**src/rtl/wb_stage.sv**
```systemverilog
// wb_stage: register-file writeback stage.
// Accepts one instruction per cycle from MEM. ALU results are written the
// cycle after transfer. Loads wait for dmem_rvalid, then the selected byte or
// half-word is extracted and sign- or zero-extended before the write.
// Misaligned loads and load timeouts set the sticky load_err and produce no write.
// Optional feature: define WB_RETIRE_CNT_EN to add the retire_cnt port and
// counter. With the macro undefined, the port and the counter do not exist.
module wb_stage #(
    parameter int LOAD_TIMEOUT = 15
) (
    input  logic        clk,
    input  logic        rst_n,
    input  logic        m_valid,
    output logic        m_ready,
    input  logic        m_reg_write,
    input  logic        m_mem_to_reg,
    input  logic [2:0]  m_load_type,
    input  logic [1:0]  m_addr_lo,
    input  logic [31:0] m_alu_result,
    input  logic [4:0]  m_write_reg,
    input  logic        flush,
    input  logic        dmem_rvalid,
    input  logic [31:0] dmem_rdata,
    output logic        wb_reg_write,
    output logic [4:0]  wb_write_reg,
    output logic [31:0] wb_write_data,
    output logic        load_err
`ifdef WB_RETIRE_CNT_EN
    ,
    output logic [31:0] retire_cnt
`endif
);

    typedef enum logic [1:0] {IDLE, WAIT_LD, WRITE} state_t;

    // The last WAIT_LD cycle that is allowed to pass without dmem_rvalid.
    localparam logic [7:0] TO_LAST = 8'(LOAD_TIMEOUT - 1);

    state_t      state;
    logic        cap_rw;
    logic [2:0]  cap_lt;
    logic [1:0]  cap_alo;
    logic [4:0]  cap_wr;
    logic [7:0]  ld_cnt;
    logic        xfer;
    logic        misalign;
    logic [7:0]  ld_byte;
    logic [15:0] ld_half;
    logic [31:0] ld_data;

    // m_ready depends only on the state, so it reads 1 while reset holds the state in IDLE.
    assign m_ready = (state != WAIT_LD);
    assign xfer    = m_valid & m_ready & ~flush;

    // Select the lane of the returned word and extend it according to the load type.
    always_comb begin
        ld_byte  = dmem_rdata[7:0];
        ld_half  = cap_alo[1] ? dmem_rdata[31:16] : dmem_rdata[15:0];
        ld_data  = dmem_rdata;
        misalign = (cap_alo != 2'b00);
        case (cap_alo)
            2'd0:    ld_byte = dmem_rdata[7:0];
            2'd1:    ld_byte = dmem_rdata[15:8];
            2'd2:    ld_byte = dmem_rdata[23:16];
            default: ld_byte = dmem_rdata[31:24];
        endcase
        case (cap_lt)
            3'b001: begin ld_data = {{24{ld_byte[7]}}, ld_byte};  misalign = 1'b0;       end
            3'b010: begin ld_data = {24'h0, ld_byte};             misalign = 1'b0;       end
            3'b011: begin ld_data = {{16{ld_half[15]}}, ld_half}; misalign = cap_alo[0]; end
            3'b100: begin ld_data = {16'h0, ld_half};             misalign = cap_alo[0]; end
            default: ;
        endcase
    end

    // Main FSM. Writeback outputs are set on the same edge that enters WRITE.
    always_ff @(posedge clk or negedge rst_n) begin
        if (!rst_n) begin
            state         <= IDLE;
            wb_reg_write  <= 1'b0;
            wb_write_reg  <= 5'd0;
            wb_write_data <= 32'd0;
            load_err      <= 1'b0;
            ld_cnt        <= 8'd0;
            cap_rw        <= 1'b0;
            cap_lt        <= 3'd0;
            cap_alo       <= 2'd0;
            cap_wr        <= 5'd0;
        end else begin
            wb_reg_write <= 1'b0;
            case (state)
                IDLE, WRITE: begin
                    if (xfer) begin
                        cap_rw  <= m_reg_write;
                        cap_lt  <= m_load_type;
                        cap_alo <= m_addr_lo;
                        cap_wr  <= m_write_reg;
                        if (m_mem_to_reg) begin
                            state  <= WAIT_LD;
                            ld_cnt <= 8'd0;
                        end else begin
                            state         <= WRITE;
                            wb_reg_write  <= m_reg_write & (m_write_reg != 5'd0);
                            wb_write_reg  <= m_write_reg;
                            wb_write_data <= m_alu_result;
                        end
                    end else begin
                        state <= IDLE;
                    end
                end
                WAIT_LD: begin
                    if (flush) begin
                        // The load is abandoned. Data returned in the same cycle is dropped.
                        state  <= IDLE;
                        ld_cnt <= 8'd0;
                    end else if (dmem_rvalid) begin
                        ld_cnt <= 8'd0;
                        if (misalign) begin
                            load_err <= 1'b1;
                            state    <= IDLE;
                        end else begin
                            state         <= WRITE;
                            wb_reg_write  <= cap_rw & (cap_wr != 5'd0);
                            wb_write_reg  <= cap_wr;
                            wb_write_data <= ld_data;
                        end
                    end else if (ld_cnt == TO_LAST) begin
                        load_err <= 1'b1;
                        ld_cnt   <= 8'd0;
                        state    <= IDLE;
                    end else begin
                        ld_cnt <= ld_cnt + 8'd1;
                    end
                end
                default: state <= IDLE;
            endcase
        end
    end

`ifdef WB_RETIRE_CNT_EN
    // Count every WRITE cycle, including those with reg_write low. The counter wraps naturally.
    always_ff @(posedge clk or negedge rst_n) begin
        if (!rst_n)
            retire_cnt <= 32'd0;
        else if (state == WRITE)
            retire_cnt <= retire_cnt + 32'd1;
    end
`endif

endmodule

```
**config.mk**
```make
export PLATFORM = sky130hd
export DESIGN_NAME = wb_stage
export DESIGN_NICKNAME = d
export VERILOG_FILES = /design/src/rtl/wb_stage.sv
export SDC_FILE = /design/constraint.sdc
export NUM_CORES = 1
export LEC_CHECK = 0
export BUFFER_PORTS_ARGS = -buffer_cell sky130_fd_sc_hd__buf_2
export CORE_MARGIN = 8
export CORE_UTILIZATION = 33
export DETAILED_ROUTE_END_ITERATION = 7
export PLACE_DENSITY_LB_ADDON = 0.1
export SLEW_MARGIN = 30
export SYNTH_ARGS = -nofsm -noshare
export SYNTH_HDL_FRONTEND = slang
export SYNTH_SLANG_ARGS = --single-unit
```
**constraint.sdc**
```tcl
create_clock -name clk -period 1.9 [get_ports clk]
set_input_delay 0.38 -clock clk [delete_from_list [all_inputs] [get_ports clk]]
set_output_delay 0.38 -clock clk [all_outputs]
set_load 0.1 [all_outputs]
```
After elaboration in Yosys (flattened, before gate mapping)
Cells that the tools add are included.
{"block": "totals", "register_bits": 60, "input_bits": 81, "out_inout_bits": 40, "elab_cells": 86}
{"block": "classes", "add_sub_neg": 1, "n_eq_ne": 18, "muxes": 38, "bitwise": 5, "reduce_logical": 14}
{"op": "$mux W32", "count": 5}
{"op": "$pmux W32 S4", "count": 1}
{"op": "$pmux W32 S2", "count": 1}
{"op": "$mux W8", "count": 5}
{"op": "$mux W5", "count": 5}
{"op": "$pmux W8 S3", "count": 1}
{"op": "$mux W16", "count": 1}
{"op": "$pmux W8 S2", "count": 1}
{"op": "$mux W2", "count": 6}
{"op": "$ne A2 B2 Y1 const B", "count": 6}
{"op": "$pmux W5 S2", "count": 1}
{"op": "$reduce_bool A5 Y1", "count": 2}
{"op": "$add A8 B1 Y8 const B", "count": 1}
{"op": "$eq A8 B4 Y1 const B", "count": 1}
{"op": "$mux W1", "count": 8}
{"op": "$eq A3 B2 Y1 const B", "count": 2}
{"op": "$reduce_and A6 Y1", "count": 1}
{"op": "$reduce_bool A2 Y1", "count": 3}
{"op": "$reduce_or A2 Y1", "count": 3}
{"op": "$and A1 B1 Y1", "count": 4}
{"op": "$eq A2 B1 Y1 const B", "count": 2}
{"op": "$eq A2 B2 Y1 const B", "count": 2}
{"op": "$logic_not A2 Y1", "count": 2}
{"op": "$ne A2 B1 Y1 const B", "count": 2}
{"op": "9 further kinds", "count": 10}

Depth between registers and ports, before layout
{"block": "depth", "word_depth": 7, "depth_mapped": 8, "mapped_depth_nobuf": 7}

Worst setup path after synthesis
No wires, ideal clock.
{"block": "synth_path", "path_kind": "register to register", "from": "register state[0]", "to": "register wb_write_data[12]", "setup_time_ns": 0.069, "t_arrival_ns": 2.306, "path_slack_ns": -0.475, "stages_incl_launch_ff": 8, "path_buffers": 2, "synth_period_minus_slack_ns": 2.375, "cell_sequence": "dfrtp_1 -> nor2b_1 -> clkbuf_1 -> inv_1 -> buf_1 -> nand2_1 -> a22oi_1 -> mux2_2"}
{"block": "synth_between", "elab_chain_len": 5}
{"element": "start: declaration", "line": "39", "source": "state_t state;"}
{"element": "start signal: assignment", "line": "79", "source": "state <= IDLE;"}
{"element": "start signal: assignment", "line": "99", "source": "state <= WAIT_LD;"}
{"element": "start signal: assignment", "line": "102", "source": "state <= WRITE;"}
{"element": "$ne A2 B1 Y1", "line": "52", "source": "assign m_ready = (state != WAIT_LD);"}
{"element": "named net m_ready", "line": "14", "source": "output logic m_ready,"}
{"element": "$and A1 B1 Y1 (2 in a row)", "line": "53", "source": "assign xfer = m_valid & m_ready & ~flush;"}
{"element": "$ne A2 B2 Y1 (no line)"}
{"element": "$reduce_and A6 Y1 (no line)"}
{"element": "end signal: assignment", "line": "105", "source": "wb_write_data <= m_alu_result;"}
{"element": "end signal: assignment", "line": "125", "source": "wb_write_data <= ld_data;"}
{"element": "end: declaration", "line": "26", "source": "output logic [31:0] wb_write_data,"}
The timed path passes the listed nets, and every way through them passes these cells.
A chain may end at the register's enable or synchronous reset.

Worst setup path in the final report
{"block": "layout_path", "from": "register cap_alo[0]", "to": "register wb_write_data[24]"}
{"block": "layout_between", "elab_chain_len": 7}
{"element": "start: declaration", "line": "42", "source": "logic [1:0] cap_alo;"}
{"element": "start signal: assignment", "line": "96", "source": "cap_alo <= m_addr_lo;"}
{"element": "$eq A2 B2 Y1 (tied with other cells)", "line": "61", "source": "case (cap_alo)"}
{"element": "$pmux W8 S3", "line": "61"}
{"element": "$pmux W32 S4", "line": "67", "source": "case (cap_lt)"}
{"element": "$mux W32", "line": "118", "source": "if (misalign) begin"}
{"element": "$mux W32", "line": "116", "source": "end else if (dmem_rvalid) begin"}
{"element": "$mux W32", "line": "112", "source": "if (flush) begin"}
{"element": "$pmux W32 S2", "line": "91", "source": "case (state)"}
Several ways; a longest one is shown, not always the timed one. The select of a mux whose other input is x is not followed.

==> metrics.md <==
| Metric | Value |
|---|---|
| # setup viols final | 16 |
| PortBufs | 120 |
| Worst vdd ir | 1000 uV |
| CTS Buf Count | 9 |
| RSZ-0062 raised after global routing | yes |
| Max reg flops | 32 |
| Final worst slack | -50.5 ps |
| Synth Net Count | 435 |
| Worst setup EP type | flip-flop |
| Vias/cell | 5.13 |
| Register area share after synthesis | 41.6% |
| Status | finished with violations |
| Async S/R FF share, synth | 100% |
| Clk Latency, worst-skew pair | 340 ps |
| Synth area leader | dfrtp_1 |
| R2R Path End | wb_write_data[24]$_DFFE_PN0P_ |
| Largest Register | wb_write_data |
| Worst rel slew slack | 51.1% |
| Post-Route WL | 12500 um |
| Max clock buf depth | 2 |
| Number of synthesized flops with an enable pin | 0 |
| Final ANT Viol Nets | 0 |
| DR iter-0 viols | 275 |
| Synth unique cells | 50 |
| Pwr dens | 1250 nW/um^2 |
| Root Buffer | clkbuf_8 |
| Die area | 14500 sq um |
| Primary FF master, synth | dfrtp_1 |
| Worst min-delay path category | in2async |
| Core area | 10700 sq um |
| Synth Cell Area | 3610 sq um |
| Via count | 3331 |
| R2R Path Start | cap_alo[0]$_DFFE_PN0P_ |
| CTS tree | built |
| Critical Path Fanout Max | 16 |
| DR WL/cell | 19.3 um |
| Total track usage | 16.8% |
| CTS Sinks | 60 |
| Die Y | 121 um |
| Synth warn | 0 |
| R2R depth | 6 |
| Area Overhead vs Synth | 40.2% |
| Initial Util | 33.6% |
| Worst setup SP type | flip-flop |
| Hold slack final | 41.0 ps |
| Commonest cells in the synthesized netlist | dfrtp_1, nand2_1, o21ai_0 |
| CP Data Arrival Time | 2170 ps |
| MaxCap Viol Count | 0 |
| Pre-CTS setup slack | -105 ps |
| Post-Synthesis Cells | 352 |
| Initial antenna violation count | 0 |
| Period utilization | 103% |
| Drt drc | 0 |
| Least-Margin Pin Slew | 733 ps |
| First-pass GRT wire length | 19300 um |
| CP Class | reg2reg |
| Leak | 2.42 nW |
| Flop and latch count out of synthesis | 60 |
| Drt pass-1 iters | 4 |
| CTS H-tree depth | 3 |
| Internal reg-to-reg setup slack | -50 ps |
| Clock slew at reported path FFs | 70 ps |
| Required time worst endpoint | 2120 ps |
| Largest net degree at the start of global routing | 61 |
| Vias in the first global route | 3457 |
| Setup Skew | 7.79 ps |
| DP Wirelength | 9140 um |
| Placer's final routability congestion estimate | 0.836 |
| Most common cell in the synthesized netlist | dfrtp_1 |
| Nets | 589 |
| Largest cells by area after synthesis | dfrtp_1, mux2_2, mux4_1 |
| Crit path time final | 1950 ps |
| Failing checks | negative setup slack |
| Antenna Cells | 0 |
| Site row count | 38 |
| Synth top area share | 41.6% |
| Registers with the most flip-flops | wb_write_data x32, ld_cnt x8 |
| Layout cells sized above 1 | 49.3% |
| Mean post-synth cell area | 10.3 sq um |
| Max-slew violations | 0 |
| Fmax | 0.513 GHz |
| Grt total ovfl | 0 |
| Final Hold Fails | 0 |
| I/O Pins | 121 |
| Die Wd | 121 um |
-- worst max-delay path: stages, from the launching register on --
cell and delay, ps:
dfrtp_2 450, mux2_4 320, a32o_2 300, a311oi_4 250, buf_12 190, a21oi_1 70, mux2_4 250
-- layout make-up --
type                    instances  area [sq um]
inverters                       5          31.3
multi-input cells             263          2110
fillers                      1079          5690
flip-flops and latches         60          1500
clock buffers                  11           141
repair buffers                164          1040
well taps                     140           175
clock inverters                 3          15.0
repair inverters                3          36.3
-- routing by layer --
metal / share of wire [%] / routed length [um] / track usage [%]
met1: 45 / 5660 / 22.8
met2: 46 / 5780 / 25.2
met3: 7.1 / 888 / 4.85
met4: 1.6 / 198 / 5.07
met5: 0 / 0 / 0
-- worst max-delay path by stage --
stage / start / end / slack (ps) / cells after the start
final: cap_alo[0]$_DFFE_PN0P_ / wb_write_data[24]$_DFFE_PN0P_ / -50 / 6
after global routing: cap_alo[0]$_DFFE_PN0P_ / wb_write_data[20]$_DFFE_PN0P_ / -100 / 6
after CTS: cap_alo[0]$_DFFE_PN0P_ / wb_write_data[18]$_DFFE_PN0P_ / -50 / 6
after detailed placement: cap_alo[0]$_DFFE_PN0P_ / wb_write_data[28]$_DFFE_PN0P_ / -100 / 6
after global placement: cap_lt[0]$_DFFE_PN0P_ / wb_write_data[8]$_DFFE_PN0P_ / -60 / 6
after floorplan: cap_lt[0]$_DFFE_PN0P_ / wb_write_data[14]$_DFFE_PN0P_ / -160 / 8
-- cells by family (layout without fill, tap and decap cells) --
group / Yosys count / after routing / synth area share (%)
DFF: 60 / 60 / 41.6
adders and majority gates: 2 / 2 / 0.693
and+or+nand+nor: 106 / 106 / 13.9
AOI/OAI and AO/OA: 98 / 98 / 18.2
xor gates and xnor gates: 3 / 3 / 0.728
muxes: 54 / 54 / 20.6
buffers and inverters: 29 / 186 / 4.20
-- metrics by stage --
step | util [%] | power (W) | TNS [ps] | cells | instance area [sq um]
final | 47.1 | 0.00632 | -712 | 649 | 5060
after global placement | 43.0 | 0.00515 | -1260 | 625 | 4630
after detailed placement | 43.0 | 0.00518 | -2100 | 625 | 4630
after floorplan | - | 0.00434 | -2740 | 352 | 3630
after global routing | 47.1 | 0.00662 | -1680 | 649 | 5060
after CTS | 45.0 | 0.00622 | -710 | 640 | 4830
-- repair_timing --
action / 4_1_cts / 5_1_grt
buffers inserted: 1 / 7
setup endpoints to repair: 31 / 39
hold buffers: 0 / 0
gates cloned: 0 / 4
resized for setup: 8 / 47
pin swaps: 2 / 4
-- layout by cell type (no fill, tap or decap), types with 5 or more instances in the layout --
cell       netlist  routed
buf_2            6     119
dfrtp_1         60      58
nand2_1         37      37
buf_4            0      32
nor2_1          26      26
mux2_2          28      24
a21oi_1         25      23
o21ai_0         34      21
nand3_1         17      17
mux2_4          11      15
o21ai_1          0      13
clkbuf_8         0      10
mux2i_1          8       8
mux4_1           7       7
a22oi_1          8       6
o2bb2ai_1        7       6
buf_6            4       6
nand2b_1         5       5
buf_12           0       5
-- power breakdown --
| group | internal (W) | leakage, nW | switching, W | total, W |
|---|---|---|---|---|
| clock | 0.000488 | 0.0848 | 0.000511 | 0.000999 |
| sequential | 0.00156 | 0.735 | 0.000178 | 0.00174 |
| combinational | 0.000973 | 1.60 | 0.00261 | 0.00358 |
Note: power is estimated with default switching activity, not from simulation.
